===== config.mk =====
export PLATFORM = sky130hd
export DESIGN_NAME = matrix_mac_unit_flat
export DESIGN_NICKNAME = d
export VERILOG_FILES = /design/src/rtl/matrix_mac_if.sv /design/src/rtl/matrix_mac_unit.sv /design/src/flat_wrapper.sv
export SDC_FILE = /design/constraint.sdc
export NUM_CORES = 2
export LEC_CHECK = 0
export CORE_MARGIN = 3
export CORE_UTILIZATION = 55
export DETAILED_ROUTE_END_ITERATION = 7
export PLACE_DENSITY = 0.84
export SYNTH_ARGS = -nofsm -noshare
export SYNTH_HDL_FRONTEND = slang
export SYNTH_SLANG_ARGS = --single-unit
export TNS_END_PERCENT = 30

===== constraint.sdc =====
create_clock -name clk -period 15.6 [get_ports clk]
set_input_delay 4.68 -clock clk [delete_from_list [all_inputs] [get_ports clk]]
set_output_delay 4.68 -clock clk [all_outputs]
set_load 0.01 [all_outputs]

===== src/rtl/matrix_mac_if.sv =====
// matrix_mac_if: valid/ready handshake bundle for matrix_mac_unit.
//   master: in_valid, mode, a, b, out_ready -> ; <- in_ready, out_valid, result
//   slave : mirror of master
interface matrix_mac_if #(
    parameter int WIDTH_V = 128
);
    logic               in_valid;
    logic               in_ready;
    logic [1:0]         mode;
    logic [WIDTH_V-1:0] a;
    logic [WIDTH_V-1:0] b;
    logic               out_valid;
    logic               out_ready;
    logic [WIDTH_V-1:0] result;
    modport master(output in_valid, mode, a, b, out_ready, input in_ready, out_valid, result);
    modport slave(input in_valid, mode, a, b, out_ready, output in_ready, out_valid, result);
endinterface


===== src/rtl/matrix_mac_unit.sv =====
// matrix_mac_unit: multi-cycle DIM x DIM unsigned matmul (one row per clock) or one-clock elementwise mul/add.
//   clk, rst : clock, synchronous active-high reset
//   bus      : matrix_mac_if.slave (in_valid/in_ready, mode, a, b, out_valid/out_ready, result)
//   SATURATE_EN defined: clamp results to all ones; otherwise keep low BITS_INDEX bits.
module matrix_mac_unit #(
    parameter int DIM        = 4,
    parameter int BITS_INDEX = 8,
    parameter int WIDTH_V    = DIM * DIM * BITS_INDEX
) (
    input logic         clk,
    input logic         rst,
    matrix_mac_if.slave bus
);
    localparam int N     = DIM * DIM;
    localparam int ACC_W = 2 * BITS_INDEX + $clog2(DIM);
    localparam int ROW_W = $clog2(DIM);
    localparam int RW    = BITS_INDEX * DIM;

    typedef enum logic [1:0] {IDLE, BUSY, DONE} state_t;

    state_t               state;
    logic [WIDTH_V-1:0]   a_q;
    logic [WIDTH_V-1:0]   b_q;
    logic [WIDTH_V-1:0]   res_q;
    logic [1:0]           mode_q;
    logic [ROW_W-1:0]     row;
    logic                 in_ready_q;
    logic                 out_valid_q;
    logic [RW-1:0]        row_val;
    logic [WIDTH_V-1:0]   elem_val;

    // Element 0 sits at the MSBs.
    function automatic logic [BITS_INDEX-1:0] el(input logic [WIDTH_V-1:0] v, input int idx);
        return v[BITS_INDEX*(N-idx)-1 -: BITS_INDEX];
    endfunction

    function automatic logic [BITS_INDEX-1:0] reduce(input logic [ACC_W-1:0] v);
`ifdef SATURATE_EN
        return ((v >> BITS_INDEX) != '0) ? '1 : BITS_INDEX'(v);
`else
        return BITS_INDEX'(v);
`endif
    endfunction

    function automatic logic [ACC_W-1:0] dot(input logic [WIDTH_V-1:0] x, input logic [WIDTH_V-1:0] y,
                                             input int r, input int j);
        logic [ACC_W-1:0] s;
        s = '0;
        for (int k = 0; k < DIM; k++)
            s += ACC_W'(el(x, r*DIM+k)) * ACC_W'(el(y, k*DIM+j));
        return s;
    endfunction

    always_comb begin
        row_val = '0;
        for (int j = 0; j < DIM; j++)
            row_val[BITS_INDEX*(DIM-j)-1 -: BITS_INDEX] = reduce(dot(a_q, b_q, int'(row), j));
    end

    always_comb begin
        elem_val = '0;
        for (int i = 0; i < N; i++)
            elem_val[BITS_INDEX*(N-i)-1 -: BITS_INDEX] = reduce(mode_q == 2'b01
                ? ACC_W'(el(a_q, i)) * ACC_W'(el(b_q, i))
                : ACC_W'(el(a_q, i)) + ACC_W'(el(b_q, i)));
    end

    always_ff @(posedge clk) begin
        if (rst) begin
            state       <= IDLE;
            row         <= '0;
            res_q       <= '0;
            in_ready_q  <= 1'b1;
            out_valid_q <= 1'b0;
        end else begin
            case (state)
                IDLE: if (bus.in_valid) begin
                    a_q        <= bus.a;
                    b_q        <= bus.b;
                    mode_q     <= bus.mode;
                    res_q      <= '0;
                    row        <= '0;
                    in_ready_q <= 1'b0;
                    state      <= BUSY;
                end
                BUSY: if (mode_q == 2'b00) begin
                    res_q[RW*(DIM-int'(row))-1 -: RW] <= row_val;
                    row <= row + 1'b1;
                    if (row == ROW_W'(DIM-1)) begin
                        out_valid_q <= 1'b1;
                        state       <= DONE;
                    end
                end else begin
                    // Reserved mode leaves the cleared result untouched.
                    if (mode_q != 2'b11)
                        res_q <= elem_val;
                    out_valid_q <= 1'b1;
                    state       <= DONE;
                end
                DONE: if (bus.out_ready) begin
                    out_valid_q <= 1'b0;
                    in_ready_q  <= 1'b1;
                    state       <= IDLE;
                end
                default: state <= IDLE;
            endcase
        end
    end

    assign bus.in_ready  = in_ready_q;
    assign bus.out_valid = out_valid_q;
    assign bus.result    = res_q;
endmodule


===== src/flat_wrapper.sv =====
// flat-port wrapper written by rule: the top's interface ports become plain ports
module matrix_mac_unit_flat 
#(
    parameter int DIM        = 4,
    parameter int BITS_INDEX = 8,
    parameter int WIDTH_V    = DIM * DIM * BITS_INDEX
)
  (clk, rst, bus_in_valid, bus_mode, bus_a, bus_b, bus_out_ready, bus_in_ready, bus_out_valid, bus_result);
  matrix_mac_if #(.WIDTH_V(WIDTH_V)) bus_i ();
  input logic clk;
  input logic rst;
  input wire logic [$bits(bus_i.in_valid)-1:0] bus_in_valid;
  input wire logic [$bits(bus_i.mode)-1:0] bus_mode;
  input wire logic [$bits(bus_i.a)-1:0] bus_a;
  input wire logic [$bits(bus_i.b)-1:0] bus_b;
  input wire logic [$bits(bus_i.out_ready)-1:0] bus_out_ready;
  output wire logic [$bits(bus_i.in_ready)-1:0] bus_in_ready;
  output wire logic [$bits(bus_i.out_valid)-1:0] bus_out_valid;
  output wire logic [$bits(bus_i.result)-1:0] bus_result;
  assign bus_i.in_valid = bus_in_valid;
  assign bus_i.mode = bus_mode;
  assign bus_i.a = bus_a;
  assign bus_i.b = bus_b;
  assign bus_i.out_ready = bus_out_ready;
  assign bus_in_ready = bus_i.in_ready;
  assign bus_out_valid = bus_i.out_valid;
  assign bus_result = bus_i.result;
  matrix_mac_unit #(.DIM(DIM), .BITS_INDEX(BITS_INDEX), .WIDTH_V(WIDTH_V)) u_core (.clk(clk), .rst(rst), .bus(bus_i));
endmodule

==> impl_metrics.csv <==
group,metric,value,unit
min_path,hp-class,"reg -> reg",
final_layout,fin_nets,6908,
run_status,outcome,"complete, but fails checks",
floorplan,core.rowCount,109,
worst_setup_path,slowest_stage,"ha_1",
final_layout,area_growth,13.12,%
sta,clock.fmax,101.1,MHz
clock_tree,cts_made_buffers,45,
place,gp_congestion,0.9445,
synthesis,synth-async-reset-ratio,0,
synthesis,synth_edf_count,258,
sta,slew_violations,0,
min_path,hold_start,"u_core.bus.result[3]",
drt,drt_iter0_markers,4380,
power,leakage,25.06,nW
global_route,grt_max_degree,154,
clock_tree,cts_resized,0,
min_path,min_to,"u_core.bus.result[3]",
worst_setup_path,r2r-end,"u_core.bus.result[7]",
synthesis,synth_nets,6628,
final_layout,finalNonFillerCells,6737,
drt,route.detailed.drc,5,
global_route,track_usage,0.3440,
worst_setup_path,start_kind,"register",
worst_setup_path,r2r_cells,28,
worst_setup_path,critPathKind,"reg -> reg",
floorplan,ios,392,
worst_setup_path,cp.required,16.12,ns
drt,drtPass1Iterations,8,
worst_setup_path,critPathMaxFanout,41,
sta,post-route-period-util,0.6342,
sta,setup-violations-final,0,
min_path,hold_depth,2,
job,cap_violations,1,
floorplan,start_util,0.5574,
sta,tightest_slew,1.494,ns
clock_tree,root_buffer,"clkbuf_16",
floorplan,die_y,306.2,um
drt,drt_wl_total,161400,um
synthesis,synthTopCellsByArea,"fa_1 20%, ha_1 16%, edfxtp_1 16%",
clock_tree,worstSkewPairLatency,0.61,ns
global_route,grt_pass1_vias,41370,
clock_tree,postCtsSetupBuffers,0,
synthesis,synth_area,0.04957,sq mm
place,place_inst,6641,
clock_tree,h-tree-depth,2,
worst_setup_path,crit_path_max_incr_delay,0.80,ns
drt,detail_route.wl_per_cell,23.95,um
sta,fin_crit,9.894,ns
worst_setup_path,reg2reg_slack,5.71,ns
synthesis,syn-mean-instance-area,9.454,sq um
worst_setup_path,rr_startpoint,"u_core.row[0]",
synthesis,ys_ff_latch,392,
sta,slew_headroom,0.0002579,
clock_tree,clockBufferDepth,3,
final_layout,drive_gt1_frac,0.03112,
floorplan,die-area,0.09376,sq mm
synthesis,ys_seq_area_frac,0.2104,
synthesis,yosys.area.top_type_share,0.2003,
global_route,grt_pass1_wl,244900,um
clock_tree,cts.sink_count,392,
global_route,antenna_found_initial,12,
sta,hold_viol,0,
place,hpwl,120700,um
worst_setup_path,endpoint_kind,"register",
clock_tree,cts.clk_slew.worst_paths,0.07,ns
power,pwr_density_cell,198.7,mW/mm^2
drt,via_per_inst,5.979,
place,portBuffers,391,
floorplan,die_w,306.2,um
power,vdd_drop_max,0.0004432,V
synthesis,synth_warnings,0,
worst_setup_path,cp_common_cell,"fa_1",
run_status,violations,"design-rule violations, max-capacitance violations",
clock_tree,ctsHoldBuffers,0,
clock_tree,cts_tree,"yes",
drt,drtAntennaViolNets,0,
synthesis,synth_top_cell_by_area,"fa_1",
sta,clock_skew,0.02229,ns
global_route,grt.overflow.total,0,
synthesis,ys.flop_type,"edfxtp_1",
sta,rsz0062_at_grt,"false",
floorplan,core-area,0.08892,sq mm
worst_setup_path,critPathArrivalTime,10.41,ns
synthesis,synth_cells,5243,
drt,num_vias,40280,
sta,tns,0,ns
synthesis,synth_cell_types,45,
layer usage:
metal  wire length [um]  vias to the layer above  global-route usage  share of wire
met2              71320                     2526              0.5370           0.44
met3              21240                      709              0.1020           0.13
met5                 13                        -                   0       0.000081
li1                   -                    17350                   -              -
met4              11180                        2              0.2028          0.069
met1              57620                    19700              0.4248           0.36
metrics by stage:
| step | setup WS, ns | util | power (mW) | hold WS, ns | area, sq um |
|---|---|---|---|---|---|
| after floorplan | 3.266 | - | 7.595 | 0.4991 | 49570 |
| after global placement | 5.953 | 0.6133 | 9.601 | 0.4944 | 54530 |
| after detailed placement | 5.755 | 0.6133 | 9.772 | 0.5023 | 54530 |
| after CTS | 5.719 | 0.6302 | 10.95 | 0.5192 | 56040 |
| after global routing | 5.235 | 0.6302 | 12.02 | 0.5389 | 56040 |
| final | 5.706 | 0.6306 | 11.14 | 0.5122 | 56070 |
logic make-up (layout without fill, tap and decap cells):
group	after synthesis	in the layout	share of synthesized area
mux	32	32	0.01454
flops	392	392	0.2104
xor+xnor	620	620	0.1110
other cells	0	12	0
buf+inv	1078	1395	0.08239
fa+ha+maj	1123	1123	0.3586
compound gates	628	628	0.08426
simple gates	1370	1370	0.1388
worst max-delay path, delay by kind of cell, from the launching register on:
family | cells | cell delay (ns)
AO/OA/AOI/OAI | 3 | 0.60
XOR/XNOR | 4 | 1.01
adder cells (fa/ha/maj) | 10 | 5.26
buffers and inverters | 8 | 1.24
flip-flops | 1 | 0.31
multiplexers | 1 | 0.68
AND/OR/NAND/NOR | 2 | 0.67
synthesized netlist by cell type (19+ instances only):
library cell	n
a21o_1	69
nor3_1	19
edfxtp_1	258
a21oi_1	215
a22oi_1	144
o21bai_1	24
fa_1	496
nand2_1	494
a221oi_1	61
inv_1	875
mux4_2	32
xor2_1	125
dfxtp_1	134
clkbuf_1	184
o21ai_0	62
xnor2_1	489
and2_1	646
a211oi_1	20
ha_1	627
nor2_1	168
worst max path at each step:
stage | start | to | slack [ns] | cells after the start
floorplan | rst | u_core.a_q[0] | 3.27 | 3
global placement | u_core.row[0] | u_core.bus.result[7] | 5.95 | 28
detailed placement | u_core.row[0] | u_core.bus.result[7] | 5.75 | 28
CTS | u_core.row[0] | u_core.bus.result[7] | 5.72 | 28
global route | u_core.row[0] | u_core.bus.result[7] | 5.24 | 28
finish | u_core.row[0] | u_core.bus.result[7] | 5.71 | 28
where the power goes:
part           total, mW  leakage, nW  switching (mW)  internal, mW
combinational       8.68         20.9            4.90          3.78
clock               1.08        0.712           0.467         0.618
sequential          1.38         3.47           0.179          1.20
layout make-up:
type | count | area, sq um
well taps | 1165 | 1458
fillers | 7214 | 32850
multi-input cells | 3773 | 35100
inverters | 875 | 3284
repair buffers | 436 | 4262
clock buffers | 60 | 1285
clock inverters | 24 | 219.0
flip-flops and latches | 392 | 10430
diodes | 12 | 30.03
flip-flops by register name, summed over array words and instances, names as in the netlist:
name / count
u_core.mode_q: 2
u_core.bus.out_valid: 1
u_core.row: 2
u_core.b_q: 128
u_core.a_q: 128
u_core.bus.in_ready: 1
u_core.bus.result: 128
u_core.state: 2
layout by cell type, fill, tap and decap left out, types with 125 or more instances in the layout:
| cell | count |
|---|---|
| fa_1 | 496 |
| xor2_1 | 125 |
| ha_1 | 627 |
| nor2_1 | 162 |
| dfxtp_1 | 132 |
| inv_1 | 875 |
| a21oi_1 | 215 |
| and2_1 | 646 |
| a22oi_1 | 144 |
| xnor2_1 | 489 |
| clkdlybuf4s50_1 | 390 |
| edfxtp_1 | 258 |
| nand2_1 | 494 |
Note: power is estimated with default switching activity, not from simulation.
